<file path="config.mk">
export PLATFORM = sky130hd
export DESIGN_NAME = gpu_cmd_master
export DESIGN_NICKNAME = d
export VERILOG_FILES = /design/src/rtl/gpu_cmd_master.sv
export SDC_FILE = /design/constraint.sdc
export NUM_CORES = 1
export LEC_CHECK = 0
export ABC_AREA = 1
export CORE_AREA = 2 2 121 123
export CTS_CLUSTER_SIZE = 28
export DETAILED_ROUTE_END_ITERATION = 8
export DIE_AREA = 0 0 123 125
export DONT_BUFFER_PORTS = 1
export MAX_ROUTING_LAYER = met4
export PLACE_DENSITY_LB_ADDON = 0.2
export SYNTH_ARGS = -nofsm -noshare
export SYNTH_HDL_FRONTEND = slang
export SYNTH_SLANG_ARGS = --single-unit
</file>
<file path="constraint.sdc">
create_clock -name clk50 -period 4.1 [get_ports clk50]
set_clock_uncertainty 0.05 [all_clocks]
set_input_delay 0.205 -clock clk50 [delete_from_list [all_inputs] [get_ports clk50]]
set_output_delay 0.205 -clock clk50 [all_outputs]
set_load 0.01 [all_outputs]
</file>
<file path="src/rtl/gpu_cmd_master.sv">
// gpu_cmd_master: turns one box/char draw request into the GPU command-word
// write sequence, skipping coordinate/colour writes whose cached value is
// unchanged, then polls the port status until the draw completes or times out.
module gpu_cmd_master #(
  parameter int unsigned HOLD_CYCLES = 2,
  parameter int unsigned POLL_LIMIT  = 1023
) (
  input  logic        clk50,
  input  logic        reset,
  input  logic        req_valid,
  output logic        req_ready,
  input  logic        req_op,
  input  logic [7:0]  req_x,
  input  logic [8:0]  req_y,
  input  logic [7:0]  req_xmax,
  input  logic [8:0]  req_ymax,
  input  logic [2:0]  req_color,
  input  logic [6:0]  req_char,
  output logic [31:0] bus_wdata,
  output logic        bus_oe,
  input  logic [31:0] bus_rdata,
  output logic        write,
  output logic        read,
  output logic        done,
  output logic        timeout
);

  typedef enum logic [2:0] {
    S_IDLE, S_WRITE, S_GAP, S_POLL, S_PGAP, S_DONE, S_TMO
  } state_t;

  localparam int unsigned   HW    = (HOLD_CYCLES > 1) ? $clog2(HOLD_CYCLES) : 1;
  localparam logic [HW-1:0] HLAST = HW'(HOLD_CYCLES - 1);
  localparam logic [9:0]    PLAST = 10'(POLL_LIMIT - 1);

  localparam logic [6:0] C_X     = 7'd1;
  localparam logic [6:0] C_Y     = 7'd2;
  localparam logic [6:0] C_COLOR = 7'd3;
  localparam logic [6:0] C_CHAR  = 7'd4;
  localparam logic [6:0] C_XMAX  = 7'd5;
  localparam logic [6:0] C_YMAX  = 7'd6;
  localparam logic [6:0] C_DRAW  = 7'd7;

  state_t state, state_d;

  logic [HW-1:0] hcnt;
  logic [9:0]    pcnt;
  logic [2:0]    pos;
  logic          hlast;

  logic       lat_op;
  logic [7:0] lat_x, lat_xmax;
  logic [8:0] lat_y, lat_ymax;
  logic [2:0] lat_color;
  logic [6:0] lat_char;

  logic [7:0] sh_x, sh_xmax;
  logic [8:0] sh_y, sh_ymax;
  logic [2:0] sh_color;
  logic       v_x, v_y, v_xmax, v_ymax, v_color;

  logic       cand_op;
  logic [7:0] cand_x, cand_xmax;
  logic [8:0] cand_y, cand_ymax;
  logic [2:0] cand_color;
  logic       skip_x, skip_y, skip_xmax, skip_ymax, skip_color;
  logic [2:0] start, nxt_pos;
  int unsigned seq_len;
  logic       found, ls;
  logic [6:0] lc;

  logic [6:0] cur_cmd;
  logic [8:0] payload;
  logic       is_trig;
  logic       accept;

  logic unused_rdata;
  assign unused_rdata = ^bus_rdata[31:1];

  // Command issued at each sequence position for the given request type.
  function automatic logic [6:0] seq_cmd(input logic op, input logic [2:0] p);
    if (op) begin
      case (p)
        3'd0:    return C_X;
        3'd1:    return C_Y;
        3'd2:    return C_COLOR;
        3'd3:    return C_CHAR;
        default: return 7'd0;
      endcase
    end else begin
      case (p)
        3'd0:    return C_X;
        3'd1:    return C_Y;
        3'd2:    return C_XMAX;
        3'd3:    return C_YMAX;
        3'd4:    return C_COLOR;
        3'd5:    return C_DRAW;
        default: return 7'd0;
      endcase
    end
  endfunction

  assign hlast  = (hcnt == HLAST);
  assign accept = (state == S_IDLE) && req_valid;

  // Find the next sequence position that must actually be written.
  // In IDLE the live request fields are used so the first write can start
  // on the cycle right after acceptance; skipped fields cost no cycles.
  always_comb begin
    cand_op    = lat_op;
    cand_x     = lat_x;
    cand_y     = lat_y;
    cand_xmax  = lat_xmax;
    cand_ymax  = lat_ymax;
    cand_color = lat_color;
    if (state == S_IDLE) begin
      cand_op    = req_op;
      cand_x     = req_x;
      cand_y     = req_y;
      cand_xmax  = req_xmax;
      cand_ymax  = req_ymax;
      cand_color = req_color;
    end
    skip_x     = v_x     && (sh_x     == cand_x);
    skip_y     = v_y     && (sh_y     == cand_y);
    skip_xmax  = v_xmax  && (sh_xmax  == cand_xmax);
    skip_ymax  = v_ymax  && (sh_ymax  == cand_ymax);
    skip_color = v_color && (sh_color == cand_color);
    start   = (state == S_IDLE) ? 3'd0 : pos + 3'd1;
    seq_len = cand_op ? 32'd4 : 32'd6;
    nxt_pos = '0;
    found   = 1'b0;
    lc      = '0;
    ls      = 1'b0;
    for (int unsigned p = 0; p < 6; p++) begin
      if (!found && (p >= 32'(start)) && (p < seq_len)) begin
        lc = seq_cmd(cand_op, 3'(p));
        case (lc)
          C_X:     ls = skip_x;
          C_Y:     ls = skip_y;
          C_XMAX:  ls = skip_xmax;
          C_YMAX:  ls = skip_ymax;
          C_COLOR: ls = skip_color;
          default: ls = 1'b0;
        endcase
        if (!ls) begin
          found   = 1'b1;
          nxt_pos = 3'(p);
        end
      end
    end
  end

  // Current command word, driven onto the bus only while writing.
  always_comb begin
    cur_cmd = seq_cmd(lat_op, pos);
    is_trig = (cur_cmd == C_DRAW) || (cur_cmd == C_CHAR);
    case (cur_cmd)
      C_X:     payload = {1'b0, lat_x};
      C_Y:     payload = lat_y;
      C_COLOR: payload = {6'b0, lat_color};
      C_CHAR:  payload = {2'b0, lat_char};
      C_XMAX:  payload = {1'b0, lat_xmax};
      C_YMAX:  payload = lat_ymax;
      default: payload = '0;
    endcase
    bus_wdata = (state == S_WRITE) ? {16'h0, cur_cmd, payload} : '0;
  end

  // State register.
  always_ff @(posedge clk50 or posedge reset) begin
    if (reset) state <= S_IDLE;
    else       state <= state_d;
  end

  // Next-state and strobe decode.
  always_comb begin
    state_d   = state;
    req_ready = 1'b0;
    write     = 1'b0;
    bus_oe    = 1'b0;
    read      = 1'b0;
    done      = 1'b0;
    timeout   = 1'b0;
    case (state)
      S_IDLE: begin
        req_ready = 1'b1;
        if (req_valid) state_d = S_WRITE;
      end
      S_WRITE: begin
        write  = 1'b1;
        bus_oe = 1'b1;
        if (hlast) state_d = S_GAP;
      end
      S_GAP:   state_d = is_trig ? S_POLL : S_WRITE;
      S_POLL: begin
        read = 1'b1;
        if (hlast) begin
          if (!bus_rdata[0])      state_d = S_DONE;
          else if (pcnt == PLAST) state_d = S_TMO;
          else                    state_d = S_PGAP;
        end
      end
      S_PGAP:  state_d = S_POLL;
      S_DONE: begin
        done    = 1'b1;
        state_d = S_IDLE;
      end
      S_TMO: begin
        timeout = 1'b1;
        state_d = S_IDLE;
      end
      default: state_d = S_IDLE;
    endcase
  end

  // Request latch, hold/poll counters, sequence position and shadow cache.
  always_ff @(posedge clk50 or posedge reset) begin
    if (reset) begin
      hcnt      <= '0;
      pcnt      <= '0;
      pos       <= '0;
      lat_op    <= 1'b0;
      lat_x     <= '0;
      lat_y     <= '0;
      lat_xmax  <= '0;
      lat_ymax  <= '0;
      lat_color <= '0;
      lat_char  <= '0;
      sh_x      <= '0;
      sh_y      <= '0;
      sh_xmax   <= '0;
      sh_ymax   <= '0;
      sh_color  <= '0;
      v_x       <= 1'b0;
      v_y       <= 1'b0;
      v_xmax    <= 1'b0;
      v_ymax    <= 1'b0;
      v_color   <= 1'b0;
    end else begin
      if (((state == S_WRITE) || (state == S_POLL)) && !hlast) hcnt <= hcnt + 1'b1;
      else                                                     hcnt <= '0;

      if (accept) begin
        lat_op    <= req_op;
        lat_x     <= req_x;
        lat_y     <= req_y;
        lat_xmax  <= req_xmax;
        lat_ymax  <= req_ymax;
        lat_color <= req_color;
        lat_char  <= req_char;
        pos       <= nxt_pos;
        pcnt      <= '0;
      end

      if ((state == S_GAP) && !is_trig) pos <= nxt_pos;

      if ((state == S_POLL) && hlast) pcnt <= pcnt + 1'b1;

      if ((state == S_WRITE) && hlast) begin
        case (cur_cmd)
          C_X:     begin sh_x     <= lat_x;     v_x     <= 1'b1; end
          C_Y:     begin sh_y     <= lat_y;     v_y     <= 1'b1; end
          C_XMAX:  begin sh_xmax  <= lat_xmax;  v_xmax  <= 1'b1; end
          C_YMAX:  begin sh_ymax  <= lat_ymax;  v_ymax  <= 1'b1; end
          C_COLOR: begin sh_color <= lat_color; v_color <= 1'b1; end
          default: ;
        endcase
      end

      if (state == S_TMO) begin
        v_x     <= 1'b0;
        v_y     <= 1'b0;
        v_xmax  <= 1'b0;
        v_ymax  <= 1'b0;
        v_color <= 1'b0;
      end
    end
  end

endmodule

</file>
# Word level (Yosys, flattened, before mapping)
# Cells that the tools add are included.
totals:
  ff_bits: 104
  out_inout_bits: 38
  word_cells: 231
classes:
  addsub: 3
  order_cmp: 12
  eq_ne: 57
  muxes: 87
  n_reduce_logical: 51
op_table:
  columns: ["cell", "count"]
  rows:
  - ["$eq 7x3->1 const B", 16]
  - ["$eq 7x2->1 const B", 14]
  - ["$pmux 9 s6", 1]
  - ["$mux 3", 17]
  - ["$eq 7x1->1 const B", 7]
  - ["$mux 7", 7]
  - ["$mux 1", 40]
  - ["$pmux 1 s5", 6]
  - ["$logic_and 1x1->1", 21]
  - ["$mux 10", 2]
  - ["$reduce_and 2->1", 10]
  - ["$eq 9x9->1", 2]
  - ["$mux 9", 2]
  - ["$pmux 3 s6", 1]
  - ["$eq 8x8->1", 2]
  - ["$mux 16", 1]
  - ["$mux 8", 2]
  - ["$reduce_bool 2->1", 8]
  - ["$eq 3x3->1 const B", 5]
  - ["$pmux 3 s5", 1]
  - ["$eq 3x2->1 const B", 4]
  - ["$mux 2", 6]
  - ["$pmux 3 s4", 1]
  - ["$add 10x1->10 const B", 1]
  - ["other kinds (16)", 33]

# Depth between registers and ports, before layout
depth:
  word_depth: 58
  ltp_mapped: 18
  depth_no_buf: 17

# Worst setup path after synthesis
# No wires, ideal clock.
synth_path:
  kind: "register -> output"
  startpoint: "register pos[0]"
  endpoint: "output port bus_wdata[7]"
  arrival_time_ns: 1.721
  required_ns: 3.845
  setup_slack_ns: 2.124
  stages_incl_launch_ff: 11
  n_path_buf: 0
  path_cell_list: "dfrtp_1 inv_1 ha_1 nor2_1 o21ai_2 inv_1 nor2_2 nand2_1 o22ai_1 a221oi_1 nor2_1"
synth_between:
  elab_chain_len: 6
synth_lines:
  columns: ["element", "line", "text"]
  rows:
  - ["from (decl)", "48", "logic [2:0] pos;"]
  - ["from (signal assigned)", "252", "pos <= nxt_pos;"]
  - ["from (signal assigned)", "256", "if ((state == S_GAP) && !is_trig) pos <= nxt_pos;"]
  - ["$eq 3x3->1, or another cell as far along", "91", "case (p)"]
  - ["$pmux 3 s6 or $pmux 3 s4 (tied branches)", "91, 83", null]
  - ["$mux 7 *", "82", "if (op) begin"]
  - ["$eq 7x3->1, or another cell as far along", "158", "case (cur_cmd)"]
  - ["$pmux 9 s6 *", "158", null]
  - ["$mux 16 *", "167", "bus_wdata = (state == S_WRITE) ? {16'h0, cur_cmd, payload} : '0;"]
  - ["to (decl)", "19", "output logic [31:0] bus_wdata,"]
# Mark *: on every way between the ends. The rest lies on a longest branch, timed or not.

# Worst setup path after layout
layout_path:
  startpoint: "register pos[0]"
  endpoint: "output port bus_wdata[0]"
# The elaborated chain is that of the path after synthesis.

==> impl_metrics.py <==
metrics = {
    "run": {
        "drv_cap": 0,
    },
    "die": {
        "rows": 44,
        "initial_core_util_pct": 43.6,
        "die_height_um": 125,
        "die-area_mm2": 0.0154,
        "io_pins": 118,
        "fp.coreArea_mm2": 0.0142,
        "fp.dieW_um": 123,
    },
    "cts": {
        "postCtsHoldBufs": 44,
        "htreeDepth": 3,
        "cts_setup_buffers": 0,
        "cts.clk_slew.worst_paths_ps": 70,
        "clk_latency_ps": 360,
        "clock_sink_count": 104,
        "cts_tree": "yes",
        "post_cts_resized": 0,
        "cts_root_buf": "clkbuf_16",
        "cts.path.max_buffers": 2,
        "cts_buffers": 9,
    },
    "critical_path": {
        "path_cells": "inv_1 -> ha_1 -> nor2_1 -> o21ai_2 -> inv_1 -> nand3_1 -> o22ai_1 -> nor3_1 -> nor2_1",
        "r2r-start": "state[2]$_DFFE_PP0P_",
        "crit_arrival_ps": 2810,
        "r2r_slack_ps": 1110,
        "r2r_end": "sh_xmax[0]$_DFFE_PP0P_",
        "required_ps": 3850,
        "slowest_stage": "dfrtp_1",
        "cp-start-kind": "flop",
        "crit_fanout": 9,
        "crit_type": "reg2out",
        "r2r_cells": 8,
        "max_stage_delay_ps": 490,
        "setup.worst_path.end_class": "output port",
    },
    "timing": {
        "worstMarginPinSlew_ps": 963,
        "max-slew-margin-rel_pct": 35.8,
        "fmax_ghz": 0.326,
        "rsz0062_at_grt": "false",
        "tns_ps": 0,
        "hold_violations": 0,
        "fin_crit_ps": 3060,
        "setup_violations": 0,
        "finalCritPeriodShare_pct": 74.7,
        "drv_slew": 0,
    },
    "min_path": {
        "hold_path_end": "lat_x[1]$_DFFE_PP0P_",
        "worstHoldStart": "req_x[1]",
        "hold_depth": 2,
        "hp-class": "in2reg",
    },
    "synthesis": {
        "ys_seq_elements": 104,
        "postSynthCellCount": 878,
        "yosysWarnings": 0,
        "synthFlopType": "dfrtp_1",
        "synth.avg_cell_area_um2": 7.05,
        "yosysTopAreaCell": "dfrtp_1",
        "synth_edf_count": 0,
        "yosysSeqAreaShare_pct": 42.0,
        "synth_area_mm2": 0.00619,
        "synth_top_cell_area_share_pct": 42.0,
        "yosys-top-cells-area": "dfrtp_1 42%, nand2_1 16%, inv_1 7.5%, nand3_1 7.2%, o21ai_0 7.0%",
        "async_flop_share_pct": 100,
        "yosysUniqueCellTypes": 42,
        "synthTopCellsByCount": "268 x nand2_1, 124 x inv_1, 104 x dfrtp_1, 89 x nand3_1, 87 x o21ai_0",
        "synth_most_common_cell": "nand2_1",
    },
    "power_and_ir_drop": {
        "ir_drop_mv": 0.369,
        "power_w": 0.00531,
        "p_leak_nw": 3.52,
        "power.density_cell_area_mw_per_mm2": 753,
    },
    "grt": {
        "grt_use_met2_pct": 36.0,
        "grt_pass1_vias": 5275,
        "grtUsageMet3_pct": 4.79,
        "grt-ovfl-total": 0,
        "grt_max_degree": 77,
        "grt.total_usage_pct": 23.8,
        "grt_pass1_wl_um": 27200,
        "busiest_layer": "met2",
        "grt_use_met1_pct": 31.7,
        "grt_antenna_before_repair": 0,
    },
    "final_layout": {
        "layout.nets": 998,
        "area_growth_pct": 14.0,
        "fin_area_mm2": 0.00706,
        "diodes": 0,
        "drive_gt1_share_pct": 5.02,
    },
    "placed_design": {
        "io_buffers": 0,
        "routabilityCongestion": 0.864,
        "dpl.hpwl_um": 11500,
        "dpl_cell_area_mm2": 0.00625,
    },
    "drt": {
        "ant_nets": 0,
        "drc_errors": 0,
        "first_pass_iters": 5,
        "wl_per_cell_um": 15.3,
        "num_vias": 5646,
        "routed_via_density": 5.13,
        "drt_iter0_drc": 397,
        "drt_wl_total_um": 16900,
    },
    "status": {
        "status": "complete, no violations",
    },
}
==> per-layer routing <==
metal	share of wire [%]	wire length, um
met5	0	0
met3	6.6	1120
met2	46	7680
met4	2.2	367
met1	46	7680
==> cells by family (layout without fill, tap and decap cells) <==
kind of cell | Yosys count | after routing | synth area share (%)
other | 1 | 20 | 0.0606
muxes | 5 | 5 | 0.869
and+or+nand+nor | 438 | 438 | 29.9
AOI/OAI and AO/OA | 143 | 143 | 12.8
adders and majority gates | 7 | 7 | 1.41
DFF | 104 | 104 | 42.0
buffers and inverters | 180 | 199 | 12.9
==> worst max path at each step <==
stage / start / to / cells after the start
5_1_grt: state[2]$_DFFE_PP0P_ / sh_xmax[1]$_DFFE_PP0P_ / 7
4_1_cts: state[2]$_DFFE_PP0P_ / sh_xmax[7]$_DFFE_PP0P_ / 7
2_1_floorplan: reset / hcnt$_DFF_PP0_ / 1
3_3_place_gp: state[2]$_DFFE_PP0P_ / sh_xmax[1]$_DFFE_PP0P_ / 8
6_report: pos[0]$_DFFE_PP0P_ / bus_wdata[0] / 9
3_5_place_dp: state[2]$_DFFE_PP0P_ / sh_xmax[7]$_DFFE_PP0P_ / 7
==> metrics by stage <==
| step | worst slack (ps) | cells | hold WS, ps | utilization (%) |
|---|---|---|---|---|
| after floorplan | 1110 | 897 | 265 | - |
| after global placement | 1130 | 1040 | 267 | 44.0 |
| after detailed placement | 1090 | 1040 | 271 | 44.0 |
| after CTS | 1100 | 1100 | 1.55 | 49.7 |
| after global routing | 765 | 1100 | 29.1 | 49.7 |
| final | 1040 | 1100 | 15.4 | 49.7 |
==> cell usage in the layout, fill, tap and decap left out, types with 2 or more instances in the layout <==
cell and count:
a211oi_1 4, a21o_1 2, a21oi_1 13, a31oi_1 2
buf_4 8, bufinv_16 4, clkbuf_16 9, conb_1 20
dfrtp_1 104, dlygate4sd3_1 44, ha_1 7, inv_1 123
inv_2 6, mux2_2 2, mux2i_1 2, nand2_1 268
nand2_2 3, nand3_1 89, nand3b_1 5, nand4_1 4
nor2_1 51, nor2_2 2, nor2_4 3, nor3_1 8
o211ai_1 4, o21ai_0 87, o21ai_1 5, o21ai_2 2
o22ai_1 18, or2_2 2
==> state kept, by name, indices dropped and copies added, names as in the netlist <==
signal	count
lat_xmax	8
lat_ymax	9
lat_op	1
sh_y	9
lat_color	3
v_xmax	1
lat_y	9
sh_color	3
state	3
sh_xmax	8
lat_x	8
sh_x	8
v_x	1
pos	3
hcnt	1
pcnt	10
v_ymax	1
sh_ymax	9
v_color	1
v_y	1
lat_char	7
==> worst max-delay path, delay by kind of cell, from the launching register on <==
kind | cells | cell delay (ps)
buf+inv | 2 | 260
flops | 1 | 490
simple gates | 4 | 930
fa+ha+maj | 1 | 240
compound gates | 2 | 540
==> final cells by class <==
class                           instances  area (um2)
Fill cell                            1451        7150
Multi-Input combinational cell        613        2860
Sequential cell                       104        2600
Timing Repair Buffer                   52         500
Inverter                              131         494
Clock buffer                           11         243
Tap cell                              184         230
Clock inverter                          5         128
==> report_power, final <==
part           internal [W]  switching, W
registers           0.00143      0.000284
clock network      0.000676      0.000398
logic              0.000807       0.00172
No activity file was read; power rests on OpenSTA's default activity.
